==> config.mk <==
export PLATFORM = sky130hd
export DESIGN_NAME = wifi_tx_arbiter
export DESIGN_NICKNAME = d
export VERILOG_FILES = /design/src/rtl/wifi_tx_arbiter.sv
export SDC_FILE = /design/constraint.sdc
export NUM_CORES = 1
export LEC_CHECK = 0
export CORE_UTILIZATION = 25
export DETAILED_ROUTE_END_ITERATION = 8
export GPL_TIMING_DRIVEN = 0
export SETUP_SLACK_MARGIN = 0.15
export SYNTH_ARGS = -nofsm -noshare
export SYNTH_HDL_FRONTEND = slang
export SYNTH_SLANG_ARGS = --single-unit
==> constraint.sdc <==
create_clock -name clk -period 3.8 [get_ports clk]
set_input_delay 0.38 -clock clk [delete_from_list [all_inputs] [get_ports clk]]
set_output_delay 0.38 -clock clk [all_outputs]
set_load 0.01 [all_outputs]
==> src/rtl/wifi_tx_arbiter.sv <==
// Two-requester front end for the shared WiFi UART send engine.
// Define WIFI_ARB_ROUND_ROBIN_EN for round robin; default is fixed priority (req0).
module wifi_tx_arbiter #(
  parameter int START_HOLD  = 2,
  parameter int TIMEOUT_CYC = 1000000
) (
  input  logic       clk,
  input  logic       rst,
  input  logic       req0_valid,
  input  logic [7:0] req0_dato,
  input  logic [7:0] req0_cmd,
  output logic       req0_ready,
  input  logic       req1_valid,
  input  logic [7:0] req1_dato,
  input  logic [7:0] req1_cmd,
  output logic       req1_ready,
  output logic [7:0] eng_dato,
  output logic [7:0] eng_comando,
  output logic       eng_start,
  input  logic       eng_bussy,
  output logic       busy,
  output logic       last_grant,
  output logic       timeout_err
);

  typedef enum logic [1:0] {
    S_IDLE,
    S_LAUNCH,
    S_WAIT_RISE,
    S_WAIT_FALL
  } state_t;

  localparam logic [3:0]  HOLD_INIT = 4'(START_HOLD - 1);
  localparam logic [23:0] TO_LAST   = 24'(TIMEOUT_CYC - 1);

  state_t      r_state, w_state_nxt;
  logic [3:0]  r_hold, w_hold_nxt;
  logic [23:0] r_cnt, w_cnt_nxt;
  logic [7:0]  r_dato, w_dato_nxt;
  logic [7:0]  r_cmd, w_cmd_nxt;
  logic        r_start, w_start_nxt;
  logic        r_to, w_to_nxt;
  logic        r_last, w_last_nxt;
  logic        w_grant;
  logic        w_idle_ok;
  logic        w_xfer;

  assign w_idle_ok = (r_state == S_IDLE) && !eng_bussy && !rst;

  always_comb begin
    w_grant = !req0_valid;
`ifdef WIFI_ARB_ROUND_ROBIN_EN
    if (req0_valid && req1_valid) w_grant = ~r_last;
`endif
  end

  assign req0_ready = w_idle_ok && !w_grant;
  assign req1_ready = w_idle_ok && w_grant;
  assign w_xfer     = (req0_valid && req0_ready) ||
                      (req1_valid && req1_ready);

  always_comb begin
    w_state_nxt = r_state;
    w_hold_nxt  = r_hold;
    w_cnt_nxt   = r_cnt;
    w_dato_nxt  = r_dato;
    w_cmd_nxt   = r_cmd;
    w_start_nxt = r_start;
    w_to_nxt    = 1'b0;
    w_last_nxt  = r_last;
    unique case (r_state)
      S_IDLE: begin
        if (w_xfer) begin
          w_dato_nxt  = w_grant ? req1_dato : req0_dato;
          w_cmd_nxt   = w_grant ? req1_cmd : req0_cmd;
          w_last_nxt  = w_grant;
          w_hold_nxt  = HOLD_INIT;
          w_start_nxt = 1'b1;
          w_state_nxt = S_LAUNCH;
        end
      end
      S_LAUNCH: begin
        if (r_hold == 4'd0) begin
          w_start_nxt = 1'b0;
          w_cnt_nxt   = '0;
          w_state_nxt = S_WAIT_RISE;
        end else begin
          w_hold_nxt = r_hold - 4'd1;
        end
      end
      S_WAIT_RISE, S_WAIT_FALL: begin
        // Rise ends WAIT_RISE, fall ends WAIT_FALL; both share one timeout.
        if ((r_state == S_WAIT_RISE) == eng_bussy) begin
          w_cnt_nxt   = '0;
          w_state_nxt = eng_bussy ? S_WAIT_FALL : S_IDLE;
        end else if (r_cnt == TO_LAST) begin
          w_cnt_nxt   = '0;
          w_to_nxt    = 1'b1;
          w_state_nxt = S_IDLE;
        end else begin
          w_cnt_nxt = r_cnt + 24'd1;
        end
      end
      default: w_state_nxt = S_IDLE;
    endcase
  end

  always_ff @(posedge clk) begin
    if (rst) begin
      r_state <= S_IDLE;
      r_hold  <= '0;
      r_cnt   <= '0;
      r_dato  <= '0;
      r_cmd   <= '0;
      r_start <= 1'b0;
      r_to    <= 1'b0;
      r_last  <= 1'b1;
    end else begin
      r_state <= w_state_nxt;
      r_hold  <= w_hold_nxt;
      r_cnt   <= w_cnt_nxt;
      r_dato  <= w_dato_nxt;
      r_cmd   <= w_cmd_nxt;
      r_start <= w_start_nxt;
      r_to    <= w_to_nxt;
      r_last  <= w_last_nxt;
    end
  end

  assign eng_dato    = r_dato;
  assign eng_comando = r_cmd;
  assign eng_start   = r_start;
  assign timeout_err = r_to;
  assign last_grant  = r_last;
  assign busy        = (r_state != S_IDLE);

endmodule

Word level (Yosys, flattened, before mapping)
Cells that the tools add are included.
- logic and storage cells: 61
- register bits: 49
- muxes and demuxes: 19
- reduce and logical (&&, ||, !) cells: 22
- $add $sub $neg: 2
- equality and inequality tests: 9
- bitwise logic cells: 1
- operator list (cell ; number):
    $mux W24 ; 3
    $pmux W24 S2 ; 1
    $add A24 B1 Y24 const B ; 1
    $eq A24 B20 Y1 const B ; 1
    $mux W8 ; 2
    $mux W2 ; 5
    $reduce_and A3 Y1 ; 3
    $mux W4 ; 2
    $pmux W4 S2 ; 1
    $logic_and A1 B1 Y1 ; 6
    $ne A2 B2 Y1 const B ; 3
    $pmux W2 S3 ; 1
    $reduce_bool A2 Y1 ; 3
    $eq A2 B2 Y1 const B ; 2
    $logic_not A4 Y1 ; 1
    $reduce_and A2 Y1 ; 2
    $sub A4 B1 Y4 const B ; 1
    $logic_not A1 Y1 ; 3
    $mux W1 ; 3
    $ne A3 B3 Y1 const B ; 1
    $reduce_or A3 Y1 ; 1
    $eq A2 B1 Y1 const B ; 1
    $logic_not A2 Y1 ; 1
    $pmux W1 S2 ; 1
    4 further kinds ; 4

Depth between registers and ports, before layout
- depth in word-level cells: 8
- depth in mapped cells: 9

Worst setup path after synthesis
No wires, ideal clock.
- kind: reg-to-reg
- start: register r_state[1]
- end: register r_cnt[9]
- arrival: 1848 ps
- setup slack: 1874 ps
- data required time: 3721 ps
- clock period less this slack: 1926 ps
- library setup time: 79 ps
- stages on the path, launching flop included: 8
- path through: dfxtp_1 > buf_2 > nor2b_1 > ha_1 > nand2_1 > a31o_2 > or4_1 > o211ai_1
- word-level cells in the longest chain between the ends: 4
- RTL lines (item ; RTL line ; RTL):
    from (decl) ; 36 ; state_t r_state, w_state_nxt;
    from (signal assigned) ; 119 ; r_state <= w_state_nxt;
    $eq A2 B2 Y1 (on tied branches) ; 71, 93 ;
    $eq A1 B1 Y1 / $reduce_or A2 Y1 (equally long branches) ; 93, 71 ;
    $mux W24 / $reduce_bool A2 Y1 (equally long branches) ; - ;
    $pmux W24 S2 / $reduce_and A2 Y1 (equally long branches) ; - ;
    to (signal assigned) ; 121 ; r_cnt <= w_cnt_nxt;
    to (decl) ; 38 ; logic [23:0] r_cnt, w_cnt_nxt;
Several ways; a longest one is shown, not always the timed one.
A chain may end at the register's enable or synchronous reset.

Final worst setup path
- start: input port req0_valid
- end: output port req0_ready
- word-level cells in the longest chain between the ends: 1
- RTL lines (item ; RTL line ; RTL):
    from (decl) ; 9 ; input logic req0_valid,
    $logic_and A1 B1 Y1 ; 57 ; assign req0_ready = w_idle_ok && !w_grant;
    to (decl) ; 12 ; output logic req0_ready,
No other way between the ends.

==> flow_summary.ini <==
[outcome]
outcome = completed

[pwr]
power_frac_clock = 0.226
sequentialPowerShare = 0.417
p_switching_w = 0.000501
total_leakage_power_nw = 1.11
comb_power_share = 0.356
switching_share = 0.346
p_int_w = 0.000947
p_per_area_nw_per_um2 = 438
total_power_w = 0.00145
ir_drop_mv = 0.190

[floorplanning]
core_area_um2 = 9420
die_area_um2 = 10300
io_pins = 59
start_util = 0.262
num_rows = 35
die_h_um = 101
die_x_um = 101

[timing]
fin_crit_ns = 2.84
setup_tns_ns = 0
fmaxAchievable_mhz = 353
slew_headroom = 0.558
min_period_over_period = 0.746
tightest_slew_ns = 0.664
fin_skew_ns = 0.0160
rsz0062_at_grt = false
finalSetupViolations = 0
slew_violations = 0
worst_slack_ns = 0.964
hold_viol = 0
holdWs_ns = 0.478

[synth]
syn_area_per_cell_um2 = 8.97
synth_area_um2 = 2470
ys.flop_type = dfxtp_1
async_reset_ff_frac = 0
synth-edff-count = 0
ys_types = 53
ys_seq_elements = 49
syn_inst = 275
synth_top_cell_by_area = dfxtp_1
synth_area_leaders = dfxtp_1 40%, mux2i_1 6.5%, a211oi_1 5.5%
ys_seq_area_frac = 0.398
syn_nets = 316
synth_top_area_frac = 0.398
synth_warnings = 0

[final_layout]
area_growth_pct = 34.0
drive_gt1_frac = 0.109
final_nets = 381
diodes = 0
fillCellCount = 979

[cts]
postCtsHoldBufs = 0
cts.clk_slew.worst_paths_ns = 0.10
cts_setup_buffers = 0
postCtsResizedCells = 0
tritoncts = built
cts_buffers = 5
clock_sinks = 49
ctsHtreeMaxLevel = 2
clock_path_buffers = 2
clock_latency_ns = 0.30
cts_root_buf = clkbuf_8

[critical_path]
max_stage_delay_ns = 0.55
required_ns = 3.42
crit_path_max_fanout = 10
critPathLaunchType = primary input
critPathCaptureType = primary output
cpMaxStageDelayCell = buf_1
r2r_cells = 7
path_common_cell = clkdlybuf4s50_1
crit_type = primary input to primary output
path_cells = clkdlybuf4s50_1, buf_2, buf_1, and2_1, clkdlybuf4s50_1
worst_ep_arrival_time_ns = 2.46

[route]
dr.pass1.iters = 4
wl_per_cell_um = 12.8
routed_wl_um = 6010
vias_per_cell = 4.79
drc = 0
final_antenna_net_count = 0
vias = 2252
drt-initial-drc-count = 92

[run]
max-cap-violations = 0

[grt]
grt_usage = 0.127
overflow = 0
grt_max_degree = 16
grt_pass1_vias = 2160
antenna_found_initial = 0
grt_pass1_wl_um = 10400

[worst_hold_path]
holdCritPathClass = register to register
hold_depth = 2

[placement]
pre_cts_ws_ns = 0.957
portBuffers = 58
gp_congestion = 0.790
dp_hpwl_um = 4590
[layout make-up]
class                      count  area, um2  share of cell area
multi-input combinational    204       1380               0.417
sequential                    49        981               0.297
timing repair buffer          58        581               0.176
tap                          129        161              0.0488
clock buffer                   6       82.6              0.0250
buffer                        15       82.6              0.0250
inverter                       7       26.3             0.00795
clock inverter                 2       13.8             0.00416
[synth_stat cells, drive strengths merged (3+ instances only)]
master and count:
xor2 5, nor2 42, mux2i 16, nor3 14, and3 4, a21oi 9, o211ai 3, dfxtp 49
xnor2 11, nor4 3, nand3 6, a211oi 18, buf 11, a31oi 4, and4 3, nand4 7
o21ai 9, inv 6, clkbuf 4, ha 4, nand2 18
[path summary, 6_finish.rpt]
| check | startpoint | slack, ns | to |
|---|---|---|---|
| min reg2reg | r_hold[1] | 0.48 | r_hold[1] |
| max | req0_valid | 0.96 | req0_ready |
| max reg2reg | r_state[1] | 1.61 | r_cnt[9] |
| min | r_hold[1] | 0.48 | r_hold[1] |
[sequential cells by signal, summed over array words and instances (netlist names)]
name,flops
r_cnt,24
r_hold,4
eng_dato,8
eng_start,1
r_state,2
eng_comando,8
last_grant,1
timeout_err,1
[power groups by stage]
stage | sequential, W | combinational (W) | clock, W
after global placement | 0.000614 | 0.000513 | 0
final | 0.000604 | 0.000516 | 0.000328
after detailed placement | 0.000615 | 0.000520 | 0
after floorplan | 0.000624 | 0.000296 | 0
after global routing | 0.000614 | 0.000574 | 0.000364
after CTS | 0.000605 | 0.000523 | 0.000343
[per-stage QoR]
| step | instance area (um2) | utilization | std cells |
|---|---|---|---|
| floorplan | 2470 | - | 275 |
| global placement | 3210 | 0.341 | 462 |
| detailed placement | 3210 | 0.341 | 462 |
| CTS | 3310 | 0.351 | 470 |
| global route | 3310 | 0.351 | 470 |
| finish | 3310 | 0.351 | 470 |
[worst max-delay path: cells and delay by family]
family / cells / cell delay, ns
buf+inv: 4 / 1.83
simple gates: 1 / 0.24
[cells in the final DEF, fill, tap and decap left out, types with 3 or more instances in the layout]
cell type         n
a21oi_1           8
clkbuf_8          6
dfxtp_1          49
ha_1              4
a31oi_1           3
nand2_1          18
and4_1            3
buf_2             6
xnor2_1          11
nand3_1           6
nor3_1           13
mux2i_1          16
xor2_1            5
inv_1             6
clkdlybuf4s50_1  58
clkbuf_1          4
and3_1            4
nor2_1           31
nor2_2           10
a211oi_1         18
o211ai_1          3
o21ai_0           9
nand4_1           7
[routing by layer]
layer | track usage | routed length, um
met5 | 0 | 0
met4 | 0.0368 | 40
met3 | 0.0428 | 454
met2 | 0.209 | 2730
met1 | 0.159 | 2790
[cells by family (layout without fill, tap and decap cells)]
| logic type | count (synthesis) | after routing | synth area share |
|---|---|---|---|
| adders and majority gates | 4 | 4 | 0.0203 |
| buffers and inverters | 22 | 88 | 0.0441 |
| muxes | 16 | 16 | 0.0649 |
| xor gates and xnor gates | 16 | 16 | 0.0568 |
| DFF | 49 | 49 | 0.398 |
| and+or+nand+nor | 116 | 116 | 0.261 |
| AOI/OAI and AO/OA | 52 | 52 | 0.156 |
Power figures use the tool's default switching activity.
